--- src/rtl/ras_spec_stack.sv ---
// Speculative return-address stack with a per-stage undo journal.
// Push/pop/pop+push updates are applied immediately; each accepted op is
// journaled for SPEC_STAGES un-stalled cycles so a pipeline flush can
// roll the stack back to its last committed state.
//
// Handshake: there is no back-pressure. An op is taken only in a cycle
// where accept = !pl_flush && !pl_stall; requests in any other cycle are
// dropped, and its effect is visible on top_addr/top_valid/count the
// following cycle.
module ras_spec_stack #(
    parameter int DEPTH       = 8,
    parameter int AW          = 32,
    parameter int SPEC_STAGES = 2
) (
    input  logic                     clk,
    input  logic                     rst,
    input  logic                     ras_push,
    input  logic                     ras_pop,
    input  logic [AW-1:0]            push_addr,
    input  logic                     pl_stall,
    input  logic                     pl_flush,
    output logic [AW-1:0]            top_addr,
    output logic                     top_valid,
    output logic [$clog2(DEPTH):0]   count,
    output logic                     overflow,
    output logic                     spec_busy
);

    localparam int PW = $clog2(DEPTH);
    localparam int CW = PW + 1;
    localparam logic [CW-1:0] FULL_CNT = CW'(DEPTH);

    localparam logic [1:0] OP_NONE    = 2'd0;
    localparam logic [1:0] OP_PUSH    = 2'd1;
    localparam logic [1:0] OP_POP     = 2'd2;
    localparam logic [1:0] OP_POPPUSH = 2'd3;

    // Architectural stack state
    logic [AW-1:0] mem_q [DEPTH];
    logic [AW-1:0] mem_d [DEPTH];
    logic [PW-1:0] tos_q, tos_d;
    logic [CW-1:0] count_q, count_d;
    logic          overflow_q, overflow_d;

    // Journal, entry 0 is the youngest op
    logic [1:0]    jop_q  [SPEC_STAGES];
    logic          jinc_q [SPEC_STAGES];
    logic [AW-1:0] jold_q [SPEC_STAGES];

    // Op decoded this cycle (NONE when nothing is accepted)
    logic [1:0]    cur_op;
    logic          cur_inc;
    logic [AW-1:0] cur_old;
    logic          accept;
    logic [PW-1:0] tos_inc;

    assign accept  = !pl_flush && !pl_stall;
    assign tos_inc = tos_q + 1'b1;

    // Next-state: chained rollback on flush, otherwise apply the accepted op
    always_comb begin
        mem_d      = mem_q;
        tos_d      = tos_q;
        count_d    = count_q;
        overflow_d = overflow_q;
        cur_op     = OP_NONE;
        cur_inc    = 1'b0;
        cur_old    = '0;
        if (pl_flush) begin
            // Youngest first, so the oldest old_data lands last on a shared slot
            for (int k = 0; k < SPEC_STAGES; k++) begin
                case (jop_q[k])
                    OP_PUSH: begin
                        mem_d[tos_d] = jold_q[k];
                        tos_d        = tos_d - 1'b1;
                        count_d      = count_d - {{(CW-1){1'b0}}, jinc_q[k]};
                    end
                    OP_POP: begin
                        tos_d   = tos_d + 1'b1;
                        count_d = count_d + 1'b1;
                    end
                    OP_POPPUSH: begin
                        mem_d[tos_d] = jold_q[k];
                    end
                    default: ;
                endcase
            end
        end else if (accept) begin
            if (ras_push && (!ras_pop || count_q == '0)) begin
                cur_op         = OP_PUSH;
                cur_inc        = (count_q != FULL_CNT);
                cur_old        = mem_q[tos_inc];
                mem_d[tos_inc] = push_addr;
                tos_d          = tos_inc;
                if (cur_inc) begin
                    count_d = count_q + 1'b1;
                end else begin
                    overflow_d = 1'b1;
                end
            end else if (ras_push && ras_pop) begin
                cur_op       = OP_POPPUSH;
                cur_old      = mem_q[tos_q];
                mem_d[tos_q] = push_addr;
            end else if (ras_pop && count_q != '0) begin
                cur_op  = OP_POP;
                tos_d   = tos_q - 1'b1;
                count_d = count_q - 1'b1;
            end
        end
    end

    // Stack state registers
    always_ff @(posedge clk) begin
        if (rst) begin
            tos_q      <= '0;
            count_q    <= '0;
            overflow_q <= 1'b0;
            for (int i = 0; i < DEPTH; i++) begin
                mem_q[i] <= '0;
            end
        end else begin
            tos_q      <= tos_d;
            count_q    <= count_d;
            overflow_q <= overflow_d;
            for (int i = 0; i < DEPTH; i++) begin
                mem_q[i] <= mem_d[i];
            end
        end
    end

    // Journal: cleared on reset/flush, holds on stall, shifts otherwise
    always_ff @(posedge clk) begin
        if (rst || pl_flush) begin
            for (int k = 0; k < SPEC_STAGES; k++) begin
                jop_q[k]  <= OP_NONE;
                jinc_q[k] <= 1'b0;
                jold_q[k] <= '0;
            end
        end else if (!pl_stall) begin
            jop_q[0]  <= cur_op;
            jinc_q[0] <= cur_inc;
            jold_q[0] <= cur_old;
            for (int k = 1; k < SPEC_STAGES; k++) begin
                jop_q[k]  <= jop_q[k-1];
                jinc_q[k] <= jinc_q[k-1];
                jold_q[k] <= jold_q[k-1];
            end
        end
    end

    // Speculation flag: any journal entry still holds an undoable op
    always_comb begin
        spec_busy = 1'b0;
        for (int k = 0; k < SPEC_STAGES; k++) begin
            if (jop_q[k] != OP_NONE) begin
                spec_busy = 1'b1;
            end
        end
    end

    assign top_addr  = mem_q[tos_q];
    assign top_valid = (count_q != '0);
    assign count     = count_q;
    assign overflow  = overflow_q;

endmodule

--- config.mk ---
export PLATFORM = sky130hd
export DESIGN_NAME = ras_spec_stack
export DESIGN_NICKNAME = d
export VERILOG_FILES = /design/src/rtl/ras_spec_stack.sv
export SDC_FILE = /design/constraint.sdc
export NUM_CORES = 2
export LEC_CHECK = 0
export ABC_CLOCK_PERIOD_IN_PS = 4100
export CORE_UTILIZATION = 50
export CTS_BUF_LIST = sky130_fd_sc_hd__clkbuf_8 sky130_fd_sc_hd__clkbuf_16
export DETAILED_ROUTE_END_ITERATION = 10
export GPL_TIMING_DRIVEN = 1
export PLACE_DENSITY = 0.71
export SETUP_SLACK_MARGIN = 0.3
export SLEW_MARGIN = 20
export SYNTH_ARGS = -nofsm -noshare
export SYNTH_HDL_FRONTEND = slang
export SYNTH_SLANG_ARGS = --single-unit
--- constraint.sdc ---
create_clock -name clk -period 4.1 [get_ports clk]
set_input_delay 0.615 -clock clk [delete_from_list [all_inputs] [get_ports clk]]
set_output_delay 0.615 -clock clk [all_outputs]
set_load 0.03 [all_outputs]
# == Word level (Yosys, flattened, before mapping) ==
# Memory sizes are Yosys's and may differ from the RTL's.
# Cells that the tools add are included.
# word_totals
regBits,264
ramBits,70
input_bits,38
word_cells,139
n_memories,3
# op_classes
add_sub_neg,9
n_lt_le_gt_ge,6
n_eq_ne,9
muxes,65
bitwise_logic,11
reduce_logical,25
# memory_table
memory,depth,width,read_ports,rd_ports_with_merged_regs,write_ports,line,source
jold_q,2,32,2,0,2,48,logic [AW-1:0] jold_q [SPEC_STAGES];
jop_q,2,2,2,0,2,46,logic [1:0] jop_q [SPEC_STAGES];
jinc_q,2,1,2,0,2,47,logic jinc_q [SPEC_STAGES];
# ops
operator,n
$mux 256,7
$bwmux 256,4
$mux 32,13
$demux 32 s3,3
$bmux 32 s3,2
$mux 4,7
$mux 3,6
$pmux 4 s2,2
$mux 2,7
$ge 4x4->1 const B,3
$lt 4x1->1 const B,3
$mux 1,12
$not 3->4,3
$pmux 3 s2,2
$add 4x1->4 const B,2
$eq 2x2->1 const B,4
$reduce_and 4->1,2
$sub 4x1->4,2
$logic_and 1x1->1,7
$add 3x1->3 const B,2
$or 1x1->1,6
$reduce_bool 2->1,3
$reduce_bool 3->1,2
$sub 3x1->3 const B,2
13 further kinds,19

# == Longest topological paths before layout ==
# depth
ltp_word,11
depth_mapped,15
ltp_nobuf,13

# == Least setup slack after synthesis ==
# Ideal clock, no wire load.
# synth_timing
kind,reg-to-reg
from,register tos_q[0]
to,register mem_q[217] (netlist bit)
setup_ps,136
arrival_time_ps,3372
setup_slack_ps,591
path_stages_with_launch,16
period_less_slack_ps,3509
cell_sequence,dfxtp_1 -> buf_4 -> inv_1 -> clkbuf_1 -> buf_1 -> ha_1 -> buf_2 -> mux2_1 -> mux2_4 -> clkinv_2 -> o21ai_2 -> or3_1 -> clkbuf_1 -> buf_2 -> o221ai_1 -> a221oi_2
# synth_between
elab_chain_len,11
word_cells_on_any_way,33
cone_classes,add/sub: 2; order compare: 6; mux: 19; bitwise: 3; reduce/logical: 3
# synth_lines
element,line,source
start: declaration,41,"logic [PW-1:0] tos_q, tos_d;"
start signal: assignment,122,tos_q <= tos_d;
"$add 3x1->3, or another cell as far along","58, 79",
"$pmux 3 s2, or another cell as far along",72,case (jop_q[k])
$mux 3 / $logic_and 1x1->1 (equally long branches),-,
$not 3->4 (not written as such) / $mux 32 (equally long branches),"74, 83, 103",
"$ge 4x4->1 (not written as such), or another cell as far along","74, 83",
$logic_and 1x1->1 (not written as such) / $bwmux 256 (equally long branches),"74, 83",
$mux 32 (not written as such) / $mux 256 (equally long branches),-,
$demux 32 s3 / $mux 256 (equally long branches),"74, 83, 69",
$bwmux 256,"74, 83",
$mux 256,-,
$mux 256 (*),69,if (pl_flush) begin
end signal: indexed assignment,126,mem_q[i] <= mem_d[i];
end: declaration,39,logic [AW-1:0] mem_q [DEPTH];
# Every way passes the cells marked *; elsewhere a longest branch is shown, timed or not. The select of a mux whose other input is x is not followed.
# A chain may end at the register's enable or synchronous reset.

# == Worst setup path after layout ==
# layout_timing
from,register tos_q[2]
to,output port top_addr[19]
# layout_between
elab_chain_len,4
# layout_lines
element,line,source
$not 3->4 (not written as such),161,assign top_addr = mem_q[tos_q];
$bmux 32 s3,161,
$mux 32 (not written as such) (2 in series),161,
end: declaration,22,"output logic [AW-1:0] top_addr,"
# Every way passes these cells. The select of a mux whose other input is x is not followed.

==> metrics.md <==
| Metric | Value |
|---|---|
| Outcome | complete, no violations |
| Gate Count Post-Synth | 2627 |
| Die H | 218 um |
| Number of global-route vias before repair | 24211 |
| Synth top area share | 0.226 |
| Cts hold-fix bufs | 0 |
| Setup TNS | 0 ps |
| Compound-Gate Fraction of Synth Area | 0.315 |
| I/O Buffers | 76 |
| Critical Path End Type | output pin |
| Synth Area in Adders | 0.0108 |
| Cell taking the most area after synthesis | dfxtp_1 |
| P_leak | 8.88 nW |
| Initial core utilization | 0.512 |
| Layout Nets | 2633 |
| Rel. slew slack | 0.117 |
| Post-route minimum period | 3950 ps |
| Yosys reg bits | 334 |
| WL/cell | 33.2 um |
| Critical path fanouts, max | 20 |
| Multi-input gate area | 0.0146 mm^2 |
| Initial antenna violation count | 2 |
| FMAX | 253 MHz |
| Fin crit share | 0.963 |
| Largest net degree at the start of global routing | 125 |
| Placed instance area | 0.0249 mm^2 |
| Clk Latency, worst-skew pair | 600 ps |
| DR DRC count | 0 |
| Worst Hold Launch | mem_q[222]$_SDFFE_PP0P_ |
| Slew @ Worst Pin | 1320 ps |
| I/O Pins | 77 |
| Pwr per Cell Area | 406 mW/mm^2 |
| CP max stage cell | nor2b_1 |
| Sequential area share after synthesis | 0.315 |
| Filler Cell Count | 3938 |
| Total iterations of the first detailed-routing run | 9 |
| Largest stage delay, worst path | 810 ps |
| Vias/cell | 7.84 |
| Family with the most delay on the worst path | simple AND/OR/NAND/NOR gates |
| Number of CTS-inserted buffers | 41 |
| Overflow after GRT | 0 |
| Final Max Slew Viols | 0 |
| Share of layout cells above drive strength 1 | 0.154 |
| Unrepaired setup endpoints after global routing | yes |
| Synth-to-Final Area Change | 12.1% |
| Htree depth | 2 |
| Root buf cell | clkbuf_16 |
| CTS max path bufs | 3 |
| Synth warnings | 0 |
| Main area contributors after synthesis | dfxtp_1 (23%), mux2i_1 (9.2%), edfxtp_1 (9.0%), mux4_2 (6.0%), o21ai_0 (5.6%) |
| Max VDD drop | 0.337 mV |
| Final Hold Viols | 0 |
| Row count | 78 |
| Post-detail-place hpwl | 60100 um |
| Register Area | 0.00740 mm^2 |
| Critical Path RT | 3480 ps |
| Global-route wire length before repair | 157000 um |
| Count of different cell masters after synthesis | 87 |
| Worst hold path type | reg2reg |
| Initial DRC Count | 4809 |
| Routability cong. | 0.972 |
| Post-Syn Area | 0.0234 mm^2 |
| Avg Inst Size Synth | 8.92 um^2 |
| Crit Reg-Reg Startpoint | jop_q[0][1]$_SDFFCE_PP0P_ |
| WS Path Type | reg2out |
| Synth Flop Type | dfxtp_1 |
| XOR/XNOR Fraction of Synth Area | 0.00555 |
| Worst path bufs/invs | 1 |
| Largest family of logic cells by synthesized area | compound AO/OA/AOI/OAI gates |
| Most frequent cell after synthesis | dfxtp_1 |
| Setup crit start kind | register |
| Place WS | 558 ps |
| Critical Path AT | 3330 ps |
| MaxCap Viol Count | 0 |
| Critical Path Source | tos_q[2]$_SDFFE_PP0P_ |
| Sinks on Clock Net | 334 |
| Die Wd | 218 um |
| Design Power | 0.0107 W |
| Net Count, Synth | 2684 |
| Die area | 0.0477 mm^2 |
| GRT Total Usage | 0.440 |
| Clk slew on worst S/H paths | 60 ps |
| Worst setup margin | 153 ps |
| Setup violators final | 0 |
| Cells along the critical path | nor2b_1 > a221oi_1 > o22ai_1 > clkdlybuf4s50_1 |
| Antenna-violating nets left | 0 |
| WL final | 106000 um |
| Core area | 0.0458 mm^2 |
| Async SR Flop Fraction | 0 |
| Final non-filler cell area | 0.0263 mm^2 |
| Post-synthesis mux area share | 0.172 |
| Number of flops mapped to enable cells by yosys | 70 |
| Simple-Gate Fraction of Synth Area | 0.107 |
| TritonCTS clock tree | built |
| Leading cell types by count after synthesis | dfxtp_1 (264), o21ai_0 (260), mux2i_1 (215), a21oi_1 (212), clkbuf_1 (161) |
| Layout Skew | 27.9 ps |
| Vias | 25161 |
==> registers in the layout, indices dropped and copies added (netlist names) <==
name,count
count,4
jinc_q,2
overflow,1
mem_q,256
jold_q,64
tos_q,3
jop_q,4
==> final timing paths <==
kind                                   to  slack [ps]  cells after the start
hold / removal    mem_q[222]$_SDFFE_PP0P_         470                      2
hold reg to reg   mem_q[222]$_SDFFE_PP0P_         470                      2
setup reg to reg  mem_q[210]$_SDFFE_PP0P_         430                     11
setup / recovery             top_addr[19]         150                      4
==> metal layers <==
metal | part of all wire | track usage | wire length (um) | up-vias
met5 | 0.00012 | 0.00417 | 13 | -
met4 | 0.088 | 0.301 | 9360 | 2
met3 | 0.18 | 0.169 | 18800 | 754
met2 | 0.39 | 0.610 | 41800 | 2580
met1 | 0.34 | 0.559 | 36400 | 11777
li1 | - | - | - | 10048
==> area by class of cell <==
| type | count | area share |
|---|---|---|
| antenna | 2 | 0.000191 |
| clock buffer | 52 | 0.0457 |
| clock inverter | 21 | 0.00376 |
| inverter | 113 | 0.0164 |
| multi-input combinational | 1899 | 0.555 |
| sequential | 334 | 0.282 |
| tap | 600 | 0.0286 |
| timing repair buffer | 187 | 0.0689 |
==> report_power, final <==
part | switching, W | leakage [nW] | internal (W)
sequential | 0.000268 | 2.98 | 0.00357
combinational | 0.00215 | 5.20 | 0.00107
clock | 0.00156 | 0.693 | 0.00205
total | 0.00398 | 8.88 | 0.00669
==> cells in the final DEF, fill, tap and decap left out, types with 7 or more instances in the layout <==
cell type and count:
a2111oi_2 34, a211oi_1 94, a21oi_1 212, a221oi_1 112, a221oi_2 29, a22o_1 7, a22oi_1 26, a311oi_1 7
a31oi_1 47, and2_1 65, and3_1 37, buf_12 17, buf_4 97, clkbuf_16 43, clkbuf_8 10, clkdlybuf4s50_1 68
dfxtp_1 261, edfxtp_1 70, ha_1 16, inv_1 119, mux2_2 41, mux2i_1 215, mux4_2 62, nand2_1 109
nand2b_1 41, nor2_1 134, nor2_4 8, nor2b_1 10, nor3_1 18, o21ai_0 260, o21ai_1 26, o221ai_1 99
o22ai_1 36, or3_1 34, xnor2_1 7
==> through the flow <==
stage,util,cells,hold slack (ps)
2_1_floorplan,-,2627,441
3_3_place_gp,0.545,3133,454
3_5_place_dp,0.545,3133,461
4_1_cts,0.573,3206,470
5_1_grt,0.574,3206,482
6_report,0.574,3208,473
==> worst min-delay path, delay by kind of cell, from the launching register on <==
| family | cells | cell delay (ps) |
|---|---|---|
| flops | 1 | 320 |
| compound gates | 1 | 60 |
| buf+inv | 1 | 50 |
==> kinds of logic (layout without fill, tap and decap cells) <==
| logic type | count (synthesis) | after routing |
|---|---|---|
| adders and majority gates | 19 | 19 |
| and+or+nand+nor | 499 | 499 |
| DFF | 334 | 334 |
| AOI/OAI and AO/OA | 1047 | 1047 |
| buffers and inverters | 394 | 373 |
| muxes | 320 | 320 |
| xor gates and xnor gates | 14 | 14 |
| other | 0 | 2 |
==> what timing repair did <==
item,in CTS,in global routing
endpoints found under the setup margin,8,11
gates resized for setup,3,7
buffers inserted,0,0
Note: power is estimated with default switching activity, not from simulation.
